### config.mk
export PLATFORM = sky130hd
export DESIGN_NAME = z3_slave_ctrl_flat
export DESIGN_NICKNAME = d
export VERILOG_FILES = /design/src/rtl/z3_slave_ctrl_if.sv /design/src/rtl/z3_slave_ctrl.sv /design/src/flat_wrapper.sv
export SDC_FILE = /design/constraint.sdc
export NUM_CORES = 1
export LEC_CHECK = 0
export BUFFER_PORTS_ARGS = -buffer_cell sky130_fd_sc_hd__buf_2
export CORE_AREA = 2 2 90 92
export CTS_BUF_LIST = sky130_fd_sc_hd__clkbuf_16
export DETAILED_ROUTE_END_ITERATION = 6
export DIE_AREA = 0 0 92 94
export GPL_TIMING_DRIVEN = 0
export PLACE_DENSITY = 0.89
export SYNTH_ARGS = -nofsm -noshare
export SYNTH_HDL_FRONTEND = slang
export SYNTH_SLANG_ARGS = --single-unit
### constraint.sdc
create_clock -name CLK -period 4.7 [get_ports CLK]
set_input_delay 0.47 -clock CLK [delete_from_list [all_inputs] [get_ports CLK]]
set_output_delay 0.47 -clock CLK [all_outputs]
set_load 0.02 [all_outputs]
### src/rtl/z3_slave_ctrl_if.sv
// z3_slave_ctrl_if
//   Bundles the Zorro III slave-side bus signals, the decode window
//   configuration and the per-target handshake of z3_slave_ctrl.
//   slave  : the controller (bus/config/ack in, select/ack/status out)
//   master : the bus + target side that drives the controller
//   Bus      : FCS_n, DS_n[3:0], READ, DOE, FC[2:0], A[31:8], A_LO[7:2]
//   Config   : tgt_base, tgt_mask (16 bits per target), tgt_en
//   Targets  : tgt_ack in, sel out
//   Status   : addr_lat[29:0], dtack, berr, mtack, busy
interface z3_slave_ctrl_if #(
  parameter int NUM_TARGETS = 4
);
  logic                      FCS_n;
  logic [3:0]                DS_n;
  logic                      READ;
  logic                      DOE;
  logic [2:0]                FC;
  logic [23:0]               A;
  logic [5:0]                A_LO;
  logic [16*NUM_TARGETS-1:0] tgt_base;
  logic [16*NUM_TARGETS-1:0] tgt_mask;
  logic [NUM_TARGETS-1:0]    tgt_en;
  logic [NUM_TARGETS-1:0]    tgt_ack;
  logic [NUM_TARGETS-1:0]    sel;
  logic [29:0]               addr_lat;
  logic                      dtack;
  logic                      berr;
  logic                      mtack;
  logic                      busy;

  modport slave (
    input  FCS_n, DS_n, READ, DOE, FC, A, A_LO,
    input  tgt_base, tgt_mask, tgt_en, tgt_ack,
    output sel, addr_lat, dtack, berr, mtack, busy
  );

  modport master (
    output FCS_n, DS_n, READ, DOE, FC, A, A_LO,
    output tgt_base, tgt_mask, tgt_en, tgt_ack,
    input  sel, addr_lat, dtack, berr, mtack, busy
  );
endinterface

### src/rtl/z3_slave_ctrl.sv
// z3_slave_ctrl
//   Zorro III slave cycle controller: synchronises FCS_n/DS_n, decodes the
//   address against NUM_TARGETS windows, runs the slave handshake toward the
//   selected target, ends hung cycles with berr after TIMEOUT_CYCLES in DATA,
//   and optionally supports multiple-transfer beats (MULTI_EN=1).
//   CLK     : system clock, rising edge
//   IORST_n : asynchronous active-low reset
//   bus     : z3_slave_ctrl_if.slave (bus strobes/address, window config,
//             tgt_ack in; sel, addr_lat, dtack, berr, mtack, busy out)
//
//   state    | meaning
//   ---------+----------------------------------------------------------
//   ST_IDLE  | no cycle; waiting for FCS with a window hit in a valid space
//   ST_START | target selected, address latched; waiting for READ or DS+DOE
//   ST_DATA  | waiting for the selected target's ack, timeout running
//   ST_END   | dtack or berr held until FCS rises (or next beat starts)
module z3_slave_ctrl #(
  parameter int NUM_TARGETS    = 4,
  parameter int SYNC_STAGES    = 2,
  parameter int TIMEOUT_CYCLES = 64,
  parameter int MULTI_EN       = 0
) (
  input  logic           CLK,
  input  logic           IORST_n,
  z3_slave_ctrl_if.slave bus
);

  localparam int CW = $clog2(TIMEOUT_CYCLES);

  typedef enum logic [1:0] {ST_IDLE, ST_START, ST_DATA, ST_END} state_t;

  state_t                 r_state, w_state_nxt;
  logic [NUM_TARGETS-1:0] r_sel, w_sel_nxt;
  logic [29:0]            r_addr_lat, w_addr_nxt;
  logic                   r_dtack, w_dtack_nxt;
  logic                   r_berr, w_berr_nxt;
  logic [CW-1:0]          r_cnt, w_cnt_nxt;

  logic [SYNC_STAGES-1:0] r_fcs_sync;
  logic [3:0]             r_ds_sync [SYNC_STAGES];
  logic                   w_fcs_s;
  logic [3:0]             w_ds_s;
  logic [NUM_TARGETS-1:0] w_hit_sel;
  logic                   w_valid_space;
  logic                   w_ack;
  logic                   w_unused_fc;

  // Strobe synchronisers idle at all-ones so reset looks like "no cycle".
  always_ff @(posedge CLK or negedge IORST_n) begin
    if (!IORST_n) begin
      r_fcs_sync <= '1;
      for (int i = 0; i < SYNC_STAGES; i++) r_ds_sync[i] <= 4'hF;
    end else begin
      r_fcs_sync   <= {r_fcs_sync[SYNC_STAGES-2:0], bus.FCS_n};
      r_ds_sync[0] <= bus.DS_n;
      for (int i = 1; i < SYNC_STAGES; i++) r_ds_sync[i] <= r_ds_sync[i-1];
    end
  end

  assign w_fcs_s = r_fcs_sync[SYNC_STAGES-1];
  assign w_ds_s  = r_ds_sync[SYNC_STAGES-1];

  // Descending scan so the lowest matching window ends up selected.
  always_comb begin
    w_hit_sel = '0;
    for (int i = NUM_TARGETS-1; i >= 0; i--) begin
      if (bus.tgt_en[i] &&
          (((bus.A[23:8] ^ bus.tgt_base[16*i +: 16]) & bus.tgt_mask[16*i +: 16]) == 16'h0)) begin
        w_hit_sel    = '0;
        w_hit_sel[i] = 1'b1;
      end
    end
  end

  assign w_valid_space = bus.FC[1] ^ bus.FC[0];
  assign w_unused_fc   = &{1'b0, bus.FC[2]};
  assign w_ack         = |(bus.tgt_ack & r_sel);

  always_ff @(posedge CLK or negedge IORST_n) begin
    if (!IORST_n) begin
      r_state    <= ST_IDLE;
      r_sel      <= '0;
      r_addr_lat <= '0;
      r_dtack    <= 1'b0;
      r_berr     <= 1'b0;
      r_cnt      <= '0;
    end else begin
      r_state    <= w_state_nxt;
      r_sel      <= w_sel_nxt;
      r_addr_lat <= w_addr_nxt;
      r_dtack    <= w_dtack_nxt;
      r_berr     <= w_berr_nxt;
      r_cnt      <= w_cnt_nxt;
    end
  end

  always_comb begin
    w_state_nxt = r_state;
    w_sel_nxt   = r_sel;
    w_addr_nxt  = r_addr_lat;
    w_dtack_nxt = r_dtack;
    w_berr_nxt  = r_berr;
    w_cnt_nxt   = r_cnt;
    case (r_state)
      ST_IDLE: begin
        w_dtack_nxt = 1'b0;
        w_berr_nxt  = 1'b0;
        w_sel_nxt   = '0;
        if (!w_fcs_s && (|w_hit_sel) && w_valid_space) begin
          w_state_nxt = ST_START;
          w_sel_nxt   = w_hit_sel;
          w_addr_nxt  = {bus.A, bus.A_LO};
        end
      end
      ST_START: begin
        w_cnt_nxt = '0;
        if (w_fcs_s) begin
          w_state_nxt = ST_IDLE;
          w_sel_nxt   = '0;
        end else if (bus.READ || (!(&w_ds_s) && bus.DOE)) begin
          w_state_nxt = ST_DATA;
        end
      end
      ST_DATA: begin
        if (w_fcs_s) begin
          w_state_nxt = ST_IDLE;
          w_sel_nxt   = '0;
        end else if (w_ack) begin
          // ack is tested first so it wins over a timeout on the same edge
          w_state_nxt = ST_END;
          w_dtack_nxt = 1'b1;
        end else if (r_cnt == CW'(TIMEOUT_CYCLES-1)) begin
          w_state_nxt = ST_END;
          w_berr_nxt  = 1'b1;
        end else if (r_cnt != {CW{1'b1}}) begin
          w_cnt_nxt = r_cnt + 1'b1;
        end
      end
      ST_END: begin
        if (w_fcs_s) begin
          w_state_nxt = ST_IDLE;
          w_dtack_nxt = 1'b0;
          w_berr_nxt  = 1'b0;
          w_sel_nxt   = '0;
        end else if ((MULTI_EN != 0) && (&w_ds_s) && !r_berr) begin
          // next beat: keep the decode, refresh only the low address bits
          w_state_nxt      = ST_START;
          w_dtack_nxt      = 1'b0;
          w_addr_nxt[5:0]  = bus.A_LO;
        end
      end
      default: w_state_nxt = ST_IDLE;
    endcase
  end

  assign bus.sel      = r_sel;
  assign bus.addr_lat = r_addr_lat;
  assign bus.dtack    = r_dtack;
  assign bus.berr     = r_berr;
  assign bus.busy     = (r_state != ST_IDLE);
  assign bus.mtack    = (MULTI_EN != 0) && (r_state != ST_IDLE);

endmodule

### src/flat_wrapper.sv
// flat-port wrapper written by rule: the top's interface ports become plain ports
module z3_slave_ctrl_flat 
#(
  parameter int NUM_TARGETS    = 4,
  parameter int SYNC_STAGES    = 2,
  parameter int TIMEOUT_CYCLES = 64,
  parameter int MULTI_EN       = 0
)
  (CLK, IORST_n, bus_FCS_n, bus_DS_n, bus_READ, bus_DOE, bus_FC, bus_A, bus_A_LO, bus_tgt_base, bus_tgt_mask, bus_tgt_en, bus_tgt_ack, bus_sel, bus_addr_lat, bus_dtack, bus_berr, bus_mtack, bus_busy);
  z3_slave_ctrl_if #(.NUM_TARGETS(NUM_TARGETS)) bus_i ();
  input  logic CLK;
  input  logic IORST_n;
  input wire logic [$bits(bus_i.FCS_n)-1:0] bus_FCS_n;
  input wire logic [$bits(bus_i.DS_n)-1:0] bus_DS_n;
  input wire logic [$bits(bus_i.READ)-1:0] bus_READ;
  input wire logic [$bits(bus_i.DOE)-1:0] bus_DOE;
  input wire logic [$bits(bus_i.FC)-1:0] bus_FC;
  input wire logic [$bits(bus_i.A)-1:0] bus_A;
  input wire logic [$bits(bus_i.A_LO)-1:0] bus_A_LO;
  input wire logic [$bits(bus_i.tgt_base)-1:0] bus_tgt_base;
  input wire logic [$bits(bus_i.tgt_mask)-1:0] bus_tgt_mask;
  input wire logic [$bits(bus_i.tgt_en)-1:0] bus_tgt_en;
  input wire logic [$bits(bus_i.tgt_ack)-1:0] bus_tgt_ack;
  output wire logic [$bits(bus_i.sel)-1:0] bus_sel;
  output wire logic [$bits(bus_i.addr_lat)-1:0] bus_addr_lat;
  output wire logic [$bits(bus_i.dtack)-1:0] bus_dtack;
  output wire logic [$bits(bus_i.berr)-1:0] bus_berr;
  output wire logic [$bits(bus_i.mtack)-1:0] bus_mtack;
  output wire logic [$bits(bus_i.busy)-1:0] bus_busy;
  assign bus_i.FCS_n = bus_FCS_n;
  assign bus_i.DS_n = bus_DS_n;
  assign bus_i.READ = bus_READ;
  assign bus_i.DOE = bus_DOE;
  assign bus_i.FC = bus_FC;
  assign bus_i.A = bus_A;
  assign bus_i.A_LO = bus_A_LO;
  assign bus_i.tgt_base = bus_tgt_base;
  assign bus_i.tgt_mask = bus_tgt_mask;
  assign bus_i.tgt_en = bus_tgt_en;
  assign bus_i.tgt_ack = bus_tgt_ack;
  assign bus_sel = bus_i.sel;
  assign bus_addr_lat = bus_i.addr_lat;
  assign bus_dtack = bus_i.dtack;
  assign bus_berr = bus_i.berr;
  assign bus_mtack = bus_i.mtack;
  assign bus_busy = bus_i.busy;
  z3_slave_ctrl #(.NUM_TARGETS(NUM_TARGETS), .SYNC_STAGES(SYNC_STAGES), .TIMEOUT_CYCLES(TIMEOUT_CYCLES), .MULTI_EN(MULTI_EN)) u_core (.CLK(CLK), .IORST_n(IORST_n), .bus(bus_i));
endmodule
After elaboration in Yosys (flattened, before gate mapping)
Index checks and enable logic that the tools add are counted.

storage, ports and cells
  input port bits = 178
  flip-flop bits (word level) = 54
  logic and storage cells = 91
  output and inout port bits = 38

operators by class
  equal/unequal tests = 16
  reductions and logical operators = 27
  bitwise operators = 10
  add/sub/neg operators = 1
  muxes and demuxes = 28

operators with widths
  cell                 count
  $and 16x16->16       4
  $logic_not 16->1     4
  $xor 16x16->16       4
  $mux 4               6
  $mux 6               4
  $mux 2               7
  $ne 2x1->1 const B   6
  $pmux 6 s2           1
  $reduce_and 4->1     3
  $reduce_and 5->1     2
  $pmux 2 s4           1
  $pmux 4 s2           1
  $reduce_or 4->1      2
  $logic_and 1x1->1    7
  $add 6x1->6 const B  1
  $eq 6x6->1 const B   1
  $mux 1               6
  $ne 2x2->1 const B   3
  $ne 6x6->1 const B   1
  $pmux 1 s3           2
  $and 4x4->4          1
  $eq 2x2->1 const B   2
  $ne 4x1->1 const B   1
  $reduce_bool 2->1    2
  other kinds (9)      10

Depth between registers and ports, before layout
Gate-level depths: netlist of the first run.

  word-level depth = 13
  mapped depth = 8
  depth with buffers taken out = 8

Least setup slack after synthesis of the first run
OpenSTA, ideal clock, no wires.

  path kind = input to register
  start = input port bus_A[9]
  end = register u_core.r_addr_lat[0], in the netlist u_core.bus.addr_lat[0]
  arrival = 1,989 ps
  setup slack = 2,586 ps
  path buffers = 2
  setup time = 125 ps
  stages on the path = 8
  cells stage by stage = buf_2 xor2_1 a22oi_1 nand4_1 nor3_4 o41ai_4 buf_6 mux2_4

between the ends
  word-level cells in the longest chain between the ends = 12
  elaborated cells between the ends (all ways) = 24
  classes of those cells = mux: 4; bitwise: 8; reduce/logical: 12

ends and longest elaborated chain
  element                              line                  source
  start: declaration                   flat_wrapper.sv:18    input wire logic [$bits(bus_i.A)-1:0] bus_A;
  $xor 16x16->16                       z3_slave_ctrl.sv:68   (((bus.A[23:8] ^ bus.tgt_base[16*i +: 16]) & bus.tgt_mask[16*i +: 16]) == 16'h0)) begin
  $and 16x16->16                       z3_slave_ctrl.sv:68
  $logic_not 16->1                     z3_slave_ctrl.sv:68
  $logic_and 1x1->1                    z3_slave_ctrl.sv:67   if (bus.tgt_en[i] &&
  $mux 4 (3 in series)                 z3_slave_ctrl.sv:67
  $mux 4 (*)                           z3_slave_ctrl.sv:67
  $reduce_or 4->1 (*)                  z3_slave_ctrl.sv:109  if (!w_fcs_s && (|w_hit_sel) && w_valid_space) begin
  $logic_and 1x1->1 (*) (2 in series)  z3_slave_ctrl.sv:109
  $reduce_and 2->1 (no line) (*)       --
  end signal: assignment               z3_slave_ctrl.sv:90   r_addr_lat <= w_addr_nxt;
  end: declaration                     z3_slave_ctrl.sv:34   logic [29:0] r_addr_lat, w_addr_nxt;

Every way passes the cells marked *; elsewhere a longest branch is shown, timed or not.
A chain may end at the register's enable or synchronous reset.

Worst setup path in the final report of the first run
  start = register u_core.r_cnt[0]
  end = register u_core.r_state[1]

between the ends
  word-level cells in the longest chain between the ends = 3

ends and longest elaborated chain
  element                     line                  source
  start: declaration          z3_slave_ctrl.sv:37   logic [CW-1:0] r_cnt, w_cnt_nxt;
  start signal: assignment    z3_slave_ctrl.sv:93   r_cnt <= w_cnt_nxt;
  $eq 6x6->1                  z3_slave_ctrl.sv:132  end else if (r_cnt == CW'(TIMEOUT_CYCLES-1)) begin
  $ne 4x1->1 (no line)        --
  $reduce_and 4->1 (no line)  --
  end signal: assignment      z3_slave_ctrl.sv:88   r_state <= w_state_nxt;
  end: declaration            z3_slave_ctrl.sv:32   state_t r_state, w_state_nxt;

Every way passes these cells.

==> flow_summary.yaml, run 1 <==
hold_path:
  timing.hold.worst.class: "primary input to flip-flop"
  timing.hold.worst.start: "bus_DS_n[0]"
timing:
  finalSetupTns_ns: 0
  worstMarginPinSlew_ns: 1.20
  finalSetupViolCount: 0
  final_critical_path_setup_slack_ns: 2.41
  rsz0062_at_grt: "no"
  finalHoldViolCount: 0
  skew_ns: 0.00800
  finalCriticalPeriod_ns: 2.29
  fmax_mhz: 437
  min_period_over_period: 0.487
  max_slew_vio_count: 0
  maxSlewHeadroom: 0.197
grt:
  grt_antenna_before_repair: 0
  track_usage: 0.247
  grt_remaining_overflow: 0
  largest_net_degree_at_the_start_of_global_routing: 55
  first_pass_grt_wire_length_um: 16400
  first_global_vias: 3276
logic_synthesis:
  synth-seq-cells: 54
  synth-edff-count: 0
  netlist_area_before_placement_mm2: 0.00352
  ys_types: 46
  synth_top_area_frac: 0.313
  syn-num-nets: 489
  synth.area.top_cells: "sky130_fd_sc_hd__dfrtp_1 31%, sky130_fd_sc_hd__xor2_1 17%, sky130_fd_sc_hd__mux2_4 13%"
  post_synth.cell_area_avg_um2: 11.6
  seq_area_frac_synth: 0.387
  synthArstFlopShare: 1.00
  postSynth.topFlopCell: "sky130_fd_sc_hd__dfrtp_1"
  synth_largest_area_cell: "sky130_fd_sc_hd__dfrtp_1"
  syn_inst: 304
  yosys_warns: 0
routing:
  wl_met1_um: 4250
  detail_route.wl_per_cell_um: 17.9
  detail_route.drc_violations: 0
  highest_layer: "met4"
  detail-route-antenna-nets: 0
  first_pass_iters: 4
  detailroute.wirelength.met3_um: 767
  met2_wire_length_um: 5680
  vias_per_cell: 5.26
  route.final.wire_length_um: 10900
  via_count: 3212
  drt_first_iter_violations: 89
clock_network:
  clock_tree.root_cell: "sky130_fd_sc_hd__clkbuf_16"
  clock_insertion_delay_worst_skew_ns: 0.30
  cts_hold_buffers: 0
  cts_tree: "built"
  cts_sinks: 54
  clock_tree.buffer_depth: 2
  clk_pin_slew_worst_paths_ns: 0.08
  post_cts.repair.setup_buffers: 0
  cts_resized: 0
  tritoncts_buffers: 5
  ctsHtreeMaxLevel: 2
worst_setup_path:
  cpPeakStageDelay_ns: 0.42
  crit_type: "flip-flop to flip-flop"
  path_cells: "ha_1, and3_1, nand3_1, nor3b_1, clkbuf_1, a2111oi_0, o41ai_1, o311ai_1"
  critical_path_arrival_ns: 2.43
  crit_path_end_kind: "flip-flop"
  required_time_of_the_worst_setup_path_ns: 4.85
  timing.rr.start: "u_core.r_cnt[0]$_DFFE_PN0P_"
  worst_setup_path_startpoint: "u_core.r_cnt[0]$_DFFE_PN0P_"
  critical_path.slowest_cell: "sky130_fd_sc_hd__dfrtp_1"
  worstPathMaxFanout: 10
  timing.reg2reg.setup_slack_ns: 2.41
  critical_path.startpoint_type: "flip-flop"
placement:
  dp_slack_ns: 2.24
  place.detailed.hpwl_um: 9090
  port-buffer-count: 197
  place_congestion: 0.873
  place_area_mm2: 0.00463
  post-place-cells: 603
die:
  boundaryPins: 216
  initial_utilization: 0.463
  floorplan.die.height_um: 94
  die_area_mm2: 0.00865
  die_w_um: 92
  placeable_core_region_mm2: 0.00761
  rows: 32
cells_and_area:
  final_core_util: 0.629
  design_area_mm2: 0.00479
  finish.cell_count_without_fillers: 611
  diodes: 0
  final_nets: 693
  layout.filler_cells: 609
  syn2layout_area_growth_pct: 36.0
  final_layout_size_suffix_gt1_frac: 0.536
outcome:
  outcome: "complete, no violations"
power:
  leakagePower_uw: 0.00268
  power.density_mw_per_mm2: 318
  worst_ir_drop_vdd_v: 0.000166
run:
  cap_viol_max_count: 0
==> layout by cell type, fill, tap and decap left out, drive strengths merged, types with 3 or more instances in the layout <==
master,count
o211ai,3
inv,11
clkbuf,7
dfstp,10
nor3,5
xor2,67
nor2,7
mux2,30
dfrtp,44
nand2,17
o41ai,3
buf,217
a21oi,3
o21ai,3
nand4,9
a22oi,30
a22o,5
ha,7
==> routing by layer <==
metal | GRT usage | vias to the layer above
met2 | 0.432 | 162
met4 | 0.0833 | 0
met5 | 0 | -
li1 | - | 1489
met3 | 0.0554 | 22
met1 | 0.303 | 1539
==> synth_stat cells (3+ instances only) <==
cell type and number:
sky130_fd_sc_hd__o211ai_1 3, sky130_fd_sc_hd__inv_1 9, sky130_fd_sc_hd__dfstp_2 10, sky130_fd_sc_hd__a22o_1 5, sky130_fd_sc_hd__nor2_1 7, sky130_fd_sc_hd__nand4_1 8
sky130_fd_sc_hd__buf_6 9, sky130_fd_sc_hd__xor2_1 67, sky130_fd_sc_hd__nor3_4 3, sky130_fd_sc_hd__a22oi_1 28, sky130_fd_sc_hd__nand2_1 17, sky130_fd_sc_hd__ha_1 7
sky130_fd_sc_hd__a21oi_1 3, sky130_fd_sc_hd__dfrtp_1 44, sky130_fd_sc_hd__buf_2 9, sky130_fd_sc_hd__mux2_4 30
==> per-stage QoR <==
| stage | total power, µW | hold WS, ns |
|---|---|---|
| floorplan | 923 | 0.174 |
| global placement | 1110 | 0.346 |
| detailed placement | 1130 | 0.348 |
| CTS | 1530 | 0.262 |
| global route | 1610 | 0.255 |
| finish | 1520 | 0.266 |
==> sequential cells by signal, indices dropped and copies added (netlist names) <==
name,flops
u_core.r_cnt,6
u_core.r_fcs_sync,2
u_core.bus.berr,1
u_core.bus.sel,4
u_core.bus.addr_lat,30
u_core.bus.dtack,1
u_core.r_state,2
u_core.w_ds_s,4
u_core.r_ds_sync,4
==> cell type report <==
type,count,area [µm²],area share
Buffer,22,169,0.0353
Clock inverter,3,28.8,0.00601
Timing Repair Buffer,197,986,0.206
Sequential cell,54,1360,0.285
Multi-Input combinational cell,219,1950,0.408
Clock buffer,5,125,0.0261
Inverter,9,33.8,0.00706
Tap cell,102,128,0.0267
==> worst paths after layout <==
| path | end | cells past startpoint |
|---|---|---|
| setup reg to reg | u_core.r_state[1]$_DFFE_PN0P_ | 8 |
| setup / recovery | u_core.r_state[1]$_DFFE_PN0P_ | 8 |
| max in group asynchronous | u_core.bus.addr_lat[0]$_DFFE_PN0P_ | 1 |
| hold reg to reg | u_core.r_fcs_sync[1]$_DFF_PN1_ | 0 |
| min in group asynchronous | u_core.r_cnt[5]$_DFFE_PN0P_ | 1 |
| hold / removal | u_core.r_ds_sync[4]$_DFF_PN1_ | 1 |
==> critical path, delay by kind of cell (launching register included) <==
family	cells	cell delay (ns)
fa+ha+maj	1	0.24
flops	1	0.42
compound gates	3	0.48
buf+inv	1	0.37
simple gates	3	0.63
==> cell families (layout without fill, tap and decap cells) <==
family                     count (synthesis)  after routing  share of synthesized area
other                                      1              1                    0.00107
xor gates and xnor gates                  67             67                      0.167
AOI/OAI and AO/OA                         63             63                      0.147
and+or+nand+nor                           49             49                     0.0814
adders and majority gates                  7              7                     0.0249
muxes                                     32             32                      0.134
DFF                                       54             54                      0.387
buffers and inverters                     31            236                     0.0576
==> where the power goes <==
group | internal (µW) | switching (µW) | leakage [µW]
combinational | 249 | 326 | 0.00190
sequential | 525 | 37.7 | 0.000711
clock | 205 | 181 | 0.0000763
Note: power is estimated with default switching activity, not from simulation.
==> run 2: changes to the inputs <==
--- a/config.mk
+++ b/config.mk
@@ -6,12 +6,12 @@
 export NUM_CORES = 1
 export LEC_CHECK = 0
 export BUFFER_PORTS_ARGS = -buffer_cell sky130_fd_sc_hd__buf_2
-export CORE_AREA = 2 2 90 92
+export CORE_AREA = 2 2 93 95
 export CTS_BUF_LIST = sky130_fd_sc_hd__clkbuf_16
 export DETAILED_ROUTE_END_ITERATION = 6
-export DIE_AREA = 0 0 92 94
+export DIE_AREA = 0 0 95 97
 export GPL_TIMING_DRIVEN = 0
-export PLACE_DENSITY = 0.89
+export PLACE_DENSITY = 0.84
 export SYNTH_ARGS = -nofsm -noshare
 export SYNTH_HDL_FRONTEND = slang
 export SYNTH_SLANG_ARGS = --single-unit
==> constraint.sdc (replaced) <==
create_clock -name CLK -period 2.3 [get_ports CLK]
set_input_delay 0.23 -clock CLK [delete_from_list [all_inputs] [get_ports CLK]]
set_output_delay 0.23 -clock CLK [all_outputs]
set_load 0.02 [all_outputs]
==> run 2 against run 1 <==
Net effect: sequential cell count is the same; critical endpoint is now u_core.r_state[0]$_DFFE_PN0P_; register-to-register slack lost 2.2 ns; largest power group unchanged; worst hold slack lost 0.23 ns; routed wire length shrank 2.7%; clock power grew 120%.
==> flow_summary.yaml, run 2 (synthesis gave the netlist of run 1 again) <==
outcome:
  outcome: "complete, no violations"
worst_setup_path:
  required_time_of_the_worst_setup_path_ns: 2.44
  crit_path_end_kind: "flip-flop"
  critical_path_arrival_ns: 2.28
  crit_type: "flip-flop to flip-flop"
  r2r_cells: 8
  critical_path.startpoint_type: "flip-flop"
  worstPathMaxFanout: 10
power:
  power.density_mw_per_mm2: 654
  internal-power_uw: 2090
  leakagePower_uw: 0.00269
  power.share.switching: 0.335
  worst_ir_drop_vdd_v: 0.000349
  power.sequential.fraction: 0.365
  switching_power_uw: 1050
  combinationalPowerShare: 0.370
  clock_power_share: 0.265
timing:
  skew_ns: 0.00421
  finalHoldViolCount: 0
  rsz0062_at_grt: "no"
  fmax_mhz: 469
  finalSetupTns_ns: 0
  maxSlewHeadroom: 0.237
  max_slew_vio_count: 0
  min_period_over_period: 0.926
  worstMarginPinSlew_ns: 1.14
  finalCriticalPeriod_ns: 2.13
  finalSetupViolCount: 0
die:
  initial_utilization: 0.433
  rows: 33
  die_area_mm2: 0.00922
  placeable_core_region_mm2: 0.00813
  die_w_um: 95
  boundaryPins: 216
  floorplan.die.height_um: 97
grt:
  grt_remaining_overflow: 0
  first_pass_grt_wire_length_um: 16100
  first_global_vias: 3240
  grt_antenna_before_repair: 1
  largest_net_degree_at_the_start_of_global_routing: 55
  track_usage: 0.229
cells_and_area:
  commonest_cells_after_routing_fill_and_taps_aside: "206 x sky130_fd_sc_hd__buf_2, 67 x sky130_fd_sc_hd__xor2_1, 44 x sky130_fd_sc_hd__dfrtp_1, 30 x sky130_fd_sc_hd__mux2_4, 28 x sky130_fd_sc_hd__a22oi_1"
  final_nets: 693
  syn2layout_area_growth_pct: 36.7
  most_frequent_standard_cell_in_the_layout_excluding_fill_and_tap_cells: "sky130_fd_sc_hd__buf_2"
  diodes: 0
  final_layout_size_suffix_gt1_frac: 0.538
  largest_register_ffs: 30
  finish.cell_count_without_fillers: 614
  layout.filler_cells: 682
placement:
  post-place-cells: 606
  place_congestion: 0.972
  port-buffer-count: 197
  place.detailed.hpwl_um: 8870
clock_network:
  clock_insertion_delay_worst_skew_ns: 0.28
  cts_sinks: 54
  cts_tree: "built"
  clock_tree.buffer_depth: 2
  tritoncts_buffers: 5
  clock_tree.root_cell: "sky130_fd_sc_hd__clkbuf_16"
  clk_pin_slew_worst_paths_ns: 0.07
  cts_hold_buffers: 0
  ctsHtreeMaxLevel: 2
routing:
  detail_route.drc_violations: 0
  first_pass_iters: 4
  route.final.wire_length_um: 10600
  detail-route-antenna-nets: 0
  vias_per_cell: 5.07
  via_count: 3112
  drt_first_iter_violations: 117
  detail_route.wl_per_cell_um: 17.3
run:
  cap_viol_max_count: 0
hold_path:
  timing.hold.worst.class: "primary input to flip-flop"
  min_delay_path_depth: 1
==> run 2: layout make-up <==
cell class	instances	area (µm²)	share of cell area
repair buffers	197	986	0.205
multi-input cells	219	1960	0.407
clock buffers	5	125	0.0260
clock inverters	3	41.3	0.00858
inverters	9	33.8	0.00702
plain buffers	22	170	0.0354
flip-flops and latches	54	1360	0.283
well taps	105	131	0.0273
==> run 2: per-stage QoR <==
| stage | power, µW | setup slack (ns) | hold WS [ns] | instance area [µm²] | util |
|---|---|---|---|---|---|
| global route | 3330 | 0.00499 | 0.0306 | 4810 | 0.592 |
| finish | 3150 | 0.169 | 0.0378 | 4810 | 0.592 |
| floorplan | 1890 | 0.356 | -0.0656 | 3520 | - |
| CTS | 3170 | 0.0215 | 0.0326 | 4800 | 0.591 |
| detailed placement | 2310 | 0.00805 | 0.338 | 4640 | 0.570 |
| global placement | 2270 | 0.0821 | 0.337 | 4640 | 0.570 |
==> run 2: critical path: stages, from the launching register on <==
cell	delay (ns)
sky130_fd_sc_hd__dfrtp_1	0.43
sky130_fd_sc_hd__ha_1	0.25
sky130_fd_sc_hd__and3_1	0.21
sky130_fd_sc_hd__nand3_1	0.10
sky130_fd_sc_hd__nor3b_1	0.32
sky130_fd_sc_hd__clkbuf_2	0.30
sky130_fd_sc_hd__a2111oi_2	0.11
sky130_fd_sc_hd__o41ai_1	0.11
sky130_fd_sc_hd__o311ai_1	0.17
==> run 2: power groups by stage <==
stage	clock [µW]	sequential, µW	combinational, µW
6_report	833	1150	1160
4_1_cts	864	1150	1160
2_1_floorplan	0	1260	630
3_3_place_gp	0	1150	1110
3_5_place_dp	0	1160	1150
5_1_grt	900	1170	1260
==> run 2: what timing repair did <==
| action | 4_1_cts | 5_1_grt |
|---|---|---|
| endpoints found under the hold margin | 0 | 0 |
| gates resized for setup | 1 | 3 |
| setup endpoints to repair | 1 | 2 |
| setup buffers | 0 | 0 |
==> run 2: path summary, 6_finish.rpt <==
path                                                     start                                  end  slack, ns
worst max-delay path               u_core.r_cnt[0]$_DFFE_PN0P_        u_core.r_state[0]$_DFFE_PN0P_       0.17
worst min-delay path                                 bus_FCS_n       u_core.r_fcs_sync[0]$_DFF_PN1_       0.04
worst max register to register     u_core.r_cnt[0]$_DFFE_PN0P_        u_core.r_state[0]$_DFFE_PN0P_       0.17
worst min register to register  u_core.r_fcs_sync[0]$_DFF_PN1_       u_core.r_fcs_sync[1]$_DFF_PN1_       0.36
max in group asynchronous                              IORST_n  u_core.bus.addr_lat[24]$_DFFE_PN0P_       1.44
min in group asynchronous                              IORST_n         u_core.bus.dtack$_DFFE_PN0P_       0.17
==> run 2: metal layers <==
layer | share of wire | track usage | vias up
met1 | 0.40 | 0.284 | 1452
met2 | 0.50 | 0.393 | 143
met5 | 0.0012 | 0 | -
met3 | 0.068 | 0.0498 | 21
li1 | - | - | 1494
met4 | 0.023 | 0.0713 | 2
==> run 3: changes to the inputs <==
==> config.mk (replaced) <==
export PLATFORM = sky130hd
export DESIGN_NAME = z3_slave_ctrl_flat
export DESIGN_NICKNAME = d
export VERILOG_FILES = /design/src/rtl/z3_slave_ctrl_if.sv /design/src/rtl/z3_slave_ctrl.sv /design/src/flat_wrapper.sv
export SDC_FILE = /design/constraint.sdc
export NUM_CORES = 1
export LEC_CHECK = 0
export CORE_AREA = 2 2 85 87
export CTS_BUF_LIST = sky130_fd_sc_hd__clkbuf_16
export DETAILED_ROUTE_END_ITERATION = 6
export DIE_AREA = 0 0 87 89
export DONT_BUFFER_PORTS = 1
export GPL_TIMING_DRIVEN = 0
export PLACE_DENSITY = 0.71
export SYNTH_ARGS = -nofsm -noshare
export SYNTH_HDL_FRONTEND = slang
export SYNTH_SLANG_ARGS = --single-unit
==> run 3 against run 2 <==
Net effect: combinational power down 30%; clock power down 7.1%; cell count down 35%; highest routed layer is now met4.
==> flow_summary.yaml, run 3 (synthesis gave the netlist of run 1 again) <==
grt:
  largest_net_degree_at_the_start_of_global_routing: 55
  grt_remaining_overflow: 0
  first_pass_grt_wire_length_um: 13100
  first_global_vias: 2405
  track_usage: 0.228
  grt_antenna_before_repair: 0
timing:
  max_slew_vio_count: 0
  maxSlewHeadroom: 0.664
  final_critical_path_setup_slack_ns: 0.166
  min_period_over_period: 0.928
  rsz0062_at_grt: "no"
  fmax_mhz: 469
  finalSetupViolCount: 0
  finalCriticalPeriod_ns: 2.13
  worstMarginPinSlew_ns: 0.501
  skew_ns: 0.00547
  finalHoldViolCount: 0
cells_and_area:
  syn2layout_area_growth_pct: 10.1
  commonest_cells_after_routing_fill_and_taps_aside: "67 x sky130_fd_sc_hd__xor2_1, 44 x sky130_fd_sc_hd__dfrtp_1, 30 x sky130_fd_sc_hd__mux2_4, 28 x sky130_fd_sc_hd__a22oi_1, 17 x sky130_fd_sc_hd__nand2_1"
  seq_area_mm2: 0.00136
  final_nets: 503
  largest_register_ffs: 30
  diodes: 0
  design_area_mm2: 0.00387
  multi_input_area_mm2: 0.00197
  final_layout_size_suffix_gt1_frac: 0.251
  most_frequent_standard_cell_in_the_layout_excluding_fill_and_tap_cells: "sky130_fd_sc_hd__xor2_1"
  layout.filler_cells: 547
routing:
  via_count: 2436
  first_pass_iters: 4
  drt_first_iter_violations: 90
  detail-route-antenna-nets: 0
  vias_per_cell: 6.11
  route.final.wire_length_um: 9190
  detail_route.wl_per_cell_um: 23.0
  detail_route.drc_violations: 0
clock_network:
  clock_tree.buffer_depth: 2
  clk_pin_slew_worst_paths_ns: 0.07
  clock_insertion_delay_worst_skew_ns: 0.29
  tritoncts_buffers: 5
  cts_tree: "built"
  clock_tree.root_cell: "sky130_fd_sc_hd__clkbuf_16"
  ctsHtreeMaxLevel: 2
  post_cts.repair.setup_buffers: 0
  cts_sinks: 54
worst_setup_path:
  crit_type: "flip-flop to flip-flop"
  cpPeakStageDelay_ns: 0.47
  critical_path_arrival_ns: 2.32
  path_cells: "ha_1, and3_1, nand3_1, nor3b_2, clkbuf_2, a2111oi_1, o41ai_1, o311ai_1"
  worstPathMaxFanout: 10
  critical_path.startpoint_type: "flip-flop"
  critical_path.slowest_cell: "sky130_fd_sc_hd__a2111oi_1"
  timing.reg2reg.setup_slack_ns: 0.17
  crit_path_end_kind: "flip-flop"
  required_time_of_the_worst_setup_path_ns: 2.49
die:
  floorplan.die.height_um: 89
  placeable_core_region_mm2: 0.00672
  boundaryPins: 216
  die_area_mm2: 0.00774
  die_w_um: 87
  rows: 30
  initial_utilization: 0.524
power:
  worst_ir_drop_vdd_v: 0.000335
  power.density_mw_per_mm2: 738
  leakagePower_uw: 0.00190
hold_path:
  timing.hold.worst.class: "primary input to flip-flop"
placement:
  place_congestion: 0.863
  dp_slack_ns: -0.00183
  place_area_mm2: 0.00362
  port-buffer-count: 0
  place.detailed.hpwl_um: 7680
outcome:
  outcome: "complete, no violations"
run:
  cap_viol_max_count: 0
==> run 3: cell types whose count changed in the layout (fill, tap and decap cells not counted) <==
cell	delta
sky130_fd_sc_hd__buf_16	+1
sky130_fd_sc_hd__buf_2	-197
sky130_fd_sc_hd__bufinv_16	-1
sky130_fd_sc_hd__clkinv_4	+2
sky130_fd_sc_hd__clkinvlp_4	-1
sky130_fd_sc_hd__dlygate4sd3_1	+6
sky130_fd_sc_hd__inv_1	-1
sky130_fd_sc_hd__inv_8	+1
sky130_fd_sc_hd__nor3b_1	-1
sky130_fd_sc_hd__nor3b_2	+1
==> run 3: final timing paths <==
kind	from	endpoint	cells past startpoint
setup / recovery	u_core.r_cnt[0]$_DFFE_PN0P_	u_core.r_state[0]$_DFFE_PN0P_	8
hold / removal	bus_A_LO[2]	u_core.bus.addr_lat[2]$_DFFE_PN0P_	1
setup reg to reg	u_core.r_cnt[0]$_DFFE_PN0P_	u_core.r_state[0]$_DFFE_PN0P_	8
hold reg to reg	u_core.r_ds_sync[7]$_DFF_PN1_	u_core.w_ds_s[3]$_DFF_PN1_	0
max in group asynchronous	IORST_n	u_core.r_ds_sync[5]$_DFF_PN1_	2
min in group asynchronous	IORST_n	u_core.r_cnt[2]$_DFFE_PN0P_	2
==> run 3: layout make-up <==
class / count / share of cell area
plain buffers: 22 / 0.0439
clock inverters: 3 / 0.00743
repair buffers: 7 / 0.0226
well taps: 80 / 0.0258
inverters: 9 / 0.00872
multi-input cells: 219 / 0.507
clock buffers: 5 / 0.0323
flip-flops and latches: 54 / 0.352
==> run 3: metrics by stage <==
step	cells	setup TNS (ns)	hold slack [ns]	utilization	power [µW]
5_1_grt	399	0	0.0703	0.577	3020
2_1_floorplan	304	0	-0.0656	-	1890
3_3_place_gp	384	0	-0.0639	0.539	2040
3_5_place_dp	384	-0.00183	-0.0638	0.539	2060
6_report	399	0	0.0816	0.577	2860
4_1_cts	399	0	0.0797	0.575	2860
==> run 3: critical path: cells and delay by family (launching register included) <==
kind	cells	cell delay [ns]
AND/OR/NAND/NOR	3	0.50
buffers and inverters	1	0.19
adder cells (fa/ha/maj)	1	0.21
AO/OA/AOI/OAI	3	0.72
flip-flops	1	0.41
==> run 3: power breakdown <==
part | internal (µW) | switching [µW]
sequential | 1070 | 202
clock | 415 | 359
combinational | 367 | 443
total | 1850 | 1000
==> run 3: repair_timing <==
item / in CTS / in global routing
hold buffers: 7 / 0
resized for setup: 0 / 6
endpoints found under the setup margin: 0 / 8
endpoints found under the hold margin: 59 / 0
==> run 3: routing by layer <==
| layer | global-route usage | routed length, µm |
|---|---|---|
| met5 | 0 | 0 |
| met4 | 0.0781 | 201 |
| met3 | 0.0665 | 724 |
| met2 | 0.397 | 4820 |
| met1 | 0.270 | 3440 |
